===== config.mk =====
export PLATFORM = sky130hd
export DESIGN_NAME = gray_ptr_sync
export DESIGN_NICKNAME = d
export VERILOG_FILES = /design/src/rtl/gray_ptr_sync_pkg.sv /design/src/rtl/gray_ptr_sync_gray_bin.sv /design/src/rtl/gray_ptr_sync.sv
export SDC_FILE = /design/constraint.sdc
export NUM_CORES = 1
export LEC_CHECK = 0
export ABC_AREA = 1
export BUFFER_PORTS_ARGS = -buffer_cell sky130_fd_sc_hd__buf_2
export CAP_MARGIN = 20
export CORE_MARGIN = 2
export CORE_UTILIZATION = 35
export DETAILED_ROUTE_END_ITERATION = 6
export HOLD_SLACK_MARGIN = 0.1
export PLACE_DENSITY_LB_ADDON = 0.15
export SYNTH_ARGS = -nofsm -noshare
export SYNTH_HDL_FRONTEND = slang
export SYNTH_SLANG_ARGS = --single-unit
export TNS_END_PERCENT = 100

===== constraint.sdc =====
create_clock -name clk -period 3.1 [get_ports clk]
set_clock_uncertainty 0.05 [all_clocks]
set_input_delay 0.31 -clock clk [delete_from_list [all_inputs] [get_ports clk]]
set_output_delay 0.31 -clock clk [all_outputs]
set_load 0.005 [all_outputs]

===== src/rtl/gray_ptr_sync_pkg.sv =====
// Shared types and helpers for the Gray pointer synchronizer.
package parammod_gray_pkg;

  typedef enum logic {
    TRACK   = 1'b0,
    SUSPECT = 1'b1
  } gsync_state_t;

  localparam int POP_MAX   = 32;
  localparam int POP_CNT_W = 6;

  function automatic logic [POP_CNT_W-1:0] popcount(input logic [POP_MAX-1:0] v);
    logic [POP_CNT_W-1:0] cnt;
    cnt = '0;
    for (int i = 0; i < POP_MAX; i++) begin
      cnt = cnt + POP_CNT_W'(v[i]);
    end
    return cnt;
  endfunction

endpackage


===== src/rtl/gray_ptr_sync_gray_bin.sv =====
// Gray-to-binary converter: each binary bit is the XOR of the Gray bits at and above it.
module gray_bin #(
  parameter int DATA = 4
) (
  input  logic [DATA-1:0] gray,
  output logic [DATA-1:0] bin
);

  // Reduction over the right-shifted code keeps only bits DATA-1..i.
  always_comb begin
    bin = '0;
    for (int i = 0; i < DATA; i++) begin
      bin[i] = ^(gray >> i);
    end
  end

endmodule


===== src/rtl/gray_ptr_sync.sv =====
// Synchronizes a foreign Gray code into clk, screens illegal multi-bit steps,
// and publishes the last accepted code in Gray and binary.
module gray_ptr_sync
  import parammod_gray_pkg::*;
#(
  parameter int DATA  = 4,
  parameter int STAGE = 2,
  parameter bit CHK   = 1'b1
) (
  input  logic            clk,
  input  logic            reset_,
  input  logic [DATA-1:0] in_gray,
  input  logic            clr,
  output logic [DATA-1:0] out_gray,
  output logic [DATA-1:0] out_bin,
  output logic            upd,
  output logic            err
);

  logic [DATA-1:0]      sync_r [STAGE];
  logic [DATA-1:0]      gray_r;
  logic [DATA-1:0]      cand_r;
  gsync_state_t         state_r;
  logic                 upd_r;
  logic                 err_r;
  logic [DATA-1:0]      s_s;
  logic [DATA-1:0]      diff_s;
  logic [POP_CNT_W-1:0] n_s;
  gsync_state_t         eval_state_s;

  // Plain flop chain; nothing may sit between the stages.
  always_ff @(posedge clk or negedge reset_) begin
    if (!reset_) begin
      for (int i = 0; i < STAGE; i++) begin
        sync_r[i] <= '0;
      end
    end else begin
      sync_r[0] <= in_gray;
      for (int i = 1; i < STAGE; i++) begin
        sync_r[i] <= sync_r[i-1];
      end
    end
  end

  assign s_s          = sync_r[STAGE-1];
  assign diff_s       = s_s ^ gray_r;
  assign n_s          = popcount(POP_MAX'(diff_s));
  assign eval_state_s = clr ? TRACK : state_r;

  // Acceptance FSM; clr drops back to TRACK rules but a fresh multi-bit hit still flags.
  always_ff @(posedge clk or negedge reset_) begin
    if (!reset_) begin
      state_r <= TRACK;
      gray_r  <= '0;
      cand_r  <= '0;
      upd_r   <= 1'b0;
      err_r   <= 1'b0;
    end else begin
      upd_r <= 1'b0;
      if (clr) begin
        err_r <= 1'b0;
      end else begin
        err_r <= err_r;
      end
      case (eval_state_s)
        TRACK: begin
          state_r <= TRACK;
          if (n_s == 6'd1) begin
            gray_r <= s_s;
            upd_r  <= 1'b1;
          end else if ((n_s > 6'd1) && (CHK == 1'b1)) begin
            cand_r  <= s_s;
            err_r   <= 1'b1;
            state_r <= SUSPECT;
          end else if (n_s > 6'd1) begin
            gray_r <= s_s;
            upd_r  <= 1'b1;
          end else begin
            gray_r <= gray_r;
          end
        end
        SUSPECT: begin
          if (s_s == cand_r) begin
            gray_r  <= s_s;
            upd_r   <= 1'b1;
            state_r <= TRACK;
          end else if (n_s == 6'd1) begin
            gray_r  <= s_s;
            upd_r   <= 1'b1;
            state_r <= TRACK;
          end else if (s_s == gray_r) begin
            state_r <= TRACK;
          end else begin
            cand_r  <= s_s;
            state_r <= SUSPECT;
          end
        end
        default: begin
          state_r <= TRACK;
        end
      endcase
    end
  end

  gray_bin #(.DATA(DATA)) u_gray_bin (
    .gray (gray_r),
    .bin  (out_bin)
  );

  assign out_gray = gray_r;
  assign upd      = upd_r;
  assign err      = err_r;

endmodule


==> results of run 1 <==
[registers in the layout, indices dropped and copies added (netlist names)]
signal / cells
cand_r: 4
upd: 1
sync_r: 4
err: 1
s_s: 4
state_r: 1
out_gray: 4
[cell families after synthesis]
| group | count (synthesis) | synth area share |
|---|---|---|
| adders and majority gates | 4 | 0.0670 |
| and+or+nand+nor | 44 | 0.221 |
| buffers and inverters | 15 | 0.0699 |
| AOI/OAI and AO/OA | 4 | 0.0277 |
| xor gates and xnor gates | 6 | 0.0611 |
| DFF | 19 | 0.553 |
[cell usage after synthesis]
cell type,instances
o31ai_1,1
nand3_1,3
o21ai_0,2
ha_1,3
fa_1,1
nor2_1,5
nand2_1,29
o22ai_1,1
buf_4,1
nand4_1,5
nand2_2,1
inv_1,14
xor2_1,3
xnor2_1,3
nand3_2,1
dfrtp_1,19
[power by group]
part | switching, µW | internal [µW] | leakage (µW) | total (µW)
clock network | 73.4 | 50.2 | 0.0000150 | 124
logic | 388 | 277 | 0.000329 | 665
registers | 65.0 | 338 | 0.000226 | 403
[area by class of cell]
class	count	area, µm²	share of cell area
multi-input combinational	58	324	0.311
clock buffer	4	26.3	0.0252
tap	28	35.0	0.0336
inverter	14	52.6	0.0504
timing repair buffer	21	130	0.125
sequential	19	475	0.456
[worst register-to-register path, delay by kind of cell, from the launching register on]
| kind | cells | cell delay, ps |
|---|---|---|
| DFF | 1 | 450 |
| AOI/OAI and AO/OA | 1 | 540 |
| xor gates and xnor gates | 1 | 200 |
| and+or+nand+nor | 3 | 410 |
| adders and majority gates | 2 | 840 |
| buffers and inverters | 1 | 40 |
[per-layer routing]
layer | track usage | vias to the layer above
li1 | - | 332
met1 | 0.142 | 302
met2 | 0.218 | 14
met3 | 0.0333 | 5
met4 | 0.0769 | 0
met5 | 0 | -
[cells in the final DEF (no fill, tap or decap), drive strengths merged]
master and n:
nor2 5, clkbuf 4, nand3 4, o31ai 1, o21ai 2, xnor2 3
inv 14, nand2 30, dfrtp 19, o22ai 1, dlygate4sd3 5, ha 3
buf 16, fa 1, nand4 5, xor2 3
[worst max path at each step]
stage / startpoint / end / slack (ps) / cells past startpoint
after floorplan: out_gray[0] / cand_r[0] / 710 / 8
after global placement: out_gray[0] / cand_r[3] / 550 / 8
after detailed placement: s_s[0] / cand_r[3] / 490 / 8
after CTS: s_s[0] / cand_r[3] / 470 / 8
after global routing: s_s[0] / cand_r[0] / 210 / 8
final: s_s[0] / cand_r[3] / 460 / 8
[per-stage QoR]
step | cells | util | worst slack (ps) | power (µW) | area, µm²
after floorplan | 92 | - | 708 | 881 | 860
after global placement | 135 | 0.425 | 553 | 1070 | 967
after detailed placement | 135 | 0.425 | 493 | 1080 | 967
after CTS | 144 | 0.458 | 473 | 1210 | 1040
after global routing | 144 | 0.458 | 208 | 1350 | 1040
final | 144 | 0.458 | 463 | 1190 | 1040
[what timing repair did]
item / in CTS / in global routing
buffers inserted: 0 / 0
hold buffers: 5 / 0
endpoints found under the hold margin: 23 / 0
==> qor.yml, run 1 <==
cts_root_buf: "clkbuf_4"
worstPathArrival_ps: 2790
io_pins: 17
n_antenna_cell: 0
cts_buffer_depth: 2
clock_sinks: 19
ir_drop_mv: 0.480
drive_gt1_frac: 0.181
nFillCells: 227
holdPathStages: 2
clkTransAtPathRegs_ps: 100
vias: 653
synth_fp_nets: 103
synth_top_area_frac: 0.553
synth_seq_cells: 19
synth_area_leaders: "dfrtp_1 55%, nand2_1 13%, inv_1 6.1%"
cts-resized-gates: 0
seq_area_frac_synth: 0.553
drc: 0
hold_path.class: "input pin to flop"
rows: 17
hold_viol: 0
rsz0062_at_grt: "no"
routed_wl_um: 1520
avgViaCountPerCell: 4.53
synth_area_leader_cell: "dfrtp_1"
fin_hold_ws_ps: 172
p_leak_uw: 0.000570
dieHeight_um: 53.6
status: "completed"
drtIter0Drc: 10
numCtsBuffers: 3
highest_layer: "met4"
hold_end: "err"
syn-cell-area_um2: 860
avgSynthCellArea_um2: 9.34
wl_met1_um: 694
design.core.area_um2: 2280
fin_crit_sh: 0.851
dp_hpwl_um: 1150
dr_wl_met2_um: 727
grt_pass1_wl_um: 2500
cp_top_family: "adder cells"
syn_inst: 92
maxSlewViolCount: 0
area_delta_synth_final_pct: 21.4
dr.pass1.iters: 5
grt_pass1_vias: 595
period_needed_ps: 2640
timing.fmax_ghz: 0.379
cpPeakStageDelay_ps: 550
p_per_area_nw_per_um2: 1140
routedWlPerCell_um: 10.5
setup-tns-final_ps: 0
crit_fanout: 5
crit_path_end_kind: "flop"
worstMarginPinSlew_ps: 578
ff2ff_setup_slack_ps: 460
layout.nets: 128
hp-start: "clr"
ff2ff_path_depth: 8
grt_antenna_before_repair: 0
ys_warn_count: 0
synth_cell_types: 16
io_buffers: 16
path_class: "flop to flop"
r2r-start: "s_s[0]"
die_w_um: 53.6
cp.required_ps: 3250
htreeDepth: 1
cp_cell_sequence: "xnor2_1 -> fa_1 -> inv_1 -> ha_1 -> o31ai_1 -> nand3_1 -> nand2_1 -> nand2_1"
slew_headroom: 0.611
place.gp.congestion: 0.747
drv_cap: 0
grt_max_degree: 20
cp_num_buf_inv: 1
grtUsageTotal: 0.128
cp_common_cell: "nand2_1"
cts_tree: "yes"
dieArea_um2: 2870
setup_viol: 0
ant_nets: 0
wl_met3_um: 59
crit_slowest_cell: "fa_1"
worstReg2RegEnd: "cand_r[3]"
grt_overflow_total: 0
start_util: 0.378
clock_latency_ps: 300
start_kind: "flop"
Note: power is estimated with default switching activity, not from simulation.
==> inputs of run 2 (changes only) <==
- BUFFER_PORTS_ARGS: -buffer_cell sky130_fd_sc_hd__buf_2 -> -buffer_cell sky130_fd_sc_hd__buf_4
- CTS_BUF_LIST: unset -> sky130_fd_sc_hd__clkbuf_4 sky130_fd_sc_hd__clkbuf_8
==> run 2 against run 1 <==
  * Sequential power barely moved
  * Power rose by 5.0%
  * Via count fell by 0.61%
  * Non-clock buffer count did not move
  * Maximum frequency fell by 0.22%
  * Die area did not move
  * Utilization rose by 1.9 points
  * Count of clock-buffer cells in the layout did not move
  * Worst setup slack got worse by 5.8 ps
==> qor.yml, run 2 (synthesis gave the netlist of run 1 again) <==
path_class: "flop to flop"
p_leak_uw: 0.000586
place_area_um2: 1010
timing.fmax_ghz: 0.378
cts_buffer_depth: 2
routed_wl_um: 1460
grt_pass1_vias: 623
final_common_cell: "nand2_1"
vias: 649
drv_cap: 0
avgViaCountPerCell: 4.51
total_power_uw: 1250
crit_slowest_cell: "o31ai_1"
cp_common_cell: "nand2_1"
p_per_area_nw_per_um2: 1150
slew_headroom: 0.597
cp_cell_sequence: "xnor2_1 -> fa_1 -> inv_1 -> ha_1 -> o31ai_1 -> nand3_1 -> nand2_1 -> nand2_1"
grt_overflow_total: 0
numCtsBuffers: 3
dp_cells: 135
cpPeakStageDelay_ps: 550
cts_tree: "yes"
dieHeight_um: 53.6
grt_antenna_before_repair: 0
period_needed_ps: 2640
clock_sinks: 19
dp_hpwl_um: 1140
place.gp.congestion: 0.779
setup-tns-final_ps: 0
routedWlPerCell_um: 10.1
die_w_um: 53.6
cp.required_ps: 3250
io_pins: 17
hold_viol: 0
crit_path_end_kind: "flop"
dr.pass1.iters: 2
layout.nets: 128
cts_root_buf: "clkbuf_4"
grt_max_degree: 20
io_buffers: 16
stdcell_count: 144
n_antenna_cell: 0
drc: 0
fin_area_um2: 1090
drtIter0Drc: 5
rows: 17
nFillCells: 220
start_kind: "flop"
worstMarginPinSlew_ps: 600
design.core.area_um2: 2280
cts_setup_buffers: 0
ant_nets: 0
fin_crit_sh: 0.852
area_delta_synth_final_pct: 26.5
status: "completed"
htreeDepth: 1
crit_fanout: 5
start_util: 0.378
grtUsageTotal: 0.129
setup_viol: 0
worstPathArrival_ps: 2790
ir_drop_mv: 0.561
clock_latency_ps: 300
rsz0062_at_grt: "no"
final_cell_mix: "29 x nand2_1, 19 x dfrtp_1, 16 x buf_4, 14 x inv_1"
drive_gt1_frac: 0.190
maxSlewViolCount: 0
clkTransAtPathRegs_ps: 90
dieArea_um2: 2870
grt_pass1_wl_um: 2550
hold_path.class: "input pin to flop"
-- run 2: cell type report --
| class | instances | area, µm² | share of cell area |
|---|---|---|---|
| clock buffers | 4 | 30.0 | 0.0276 |
| inverters | 14 | 52.6 | 0.0483 |
| multi-input cells | 58 | 324 | 0.298 |
| flip-flops and latches | 19 | 475 | 0.437 |
| well taps | 28 | 35.0 | 0.0322 |
| repair buffers | 21 | 170 | 0.157 |
-- run 2: layer usage --
layer	track usage	part of all wire
met5	0	0
met1	0.154	0.46
met4	0.0897	0.029
met2	0.202	0.47
met3	0.0333	0.041
-- run 2: path summary, 6_finish.rpt --
kind	cells past startpoint	start	end	slack, ps
worst max-delay path	8	s_s[0]	cand_r[2]	460
worst min-delay path	2	clr	err	170
worst max register to register	8	s_s[0]	cand_r[2]	460
worst min register to register	0	sync_r[5]	s_s[1]	310
max in group asynchronous	2	reset_	state_r	2440
min in group asynchronous	2	reset_	sync_r[6]	370
-- run 2: power by group --
group	leakage (µW)	switching [µW]	internal [µW]
logic	0.000341	393	327
clock network	0.0000184	71.3	59.0
registers	0.000226	63.1	338
total	0.000586	527	723
-- run 2: per-stage QoR --
| stage | utilization | hold WS [ps] | worst slack, ps |
|---|---|---|---|
| floorplan | - | -35.6 | 708 |
| global placement | 0.443 | 147 | 555 |
| detailed placement | 0.443 | 148 | 513 |
| CTS | 0.478 | 160 | 489 |
| global route | 0.478 | 167 | 222 |
| finish | 0.478 | 167 | 457 |
-- run 2: critical path: cells and delay by family, from the launching register on --
kind,cells,cell delay (ps)
fa+ha+maj,2,830
compound gates,1,550
flops,1,440
simple gates,3,440
xor+xnor,1,190
buf+inv,1,40
-- run 2: what timing repair did --
item | CTS | global route
hold endpoints to repair | 23 | 0
hold buffers | 5 | 0
resized for setup | 0 | 0
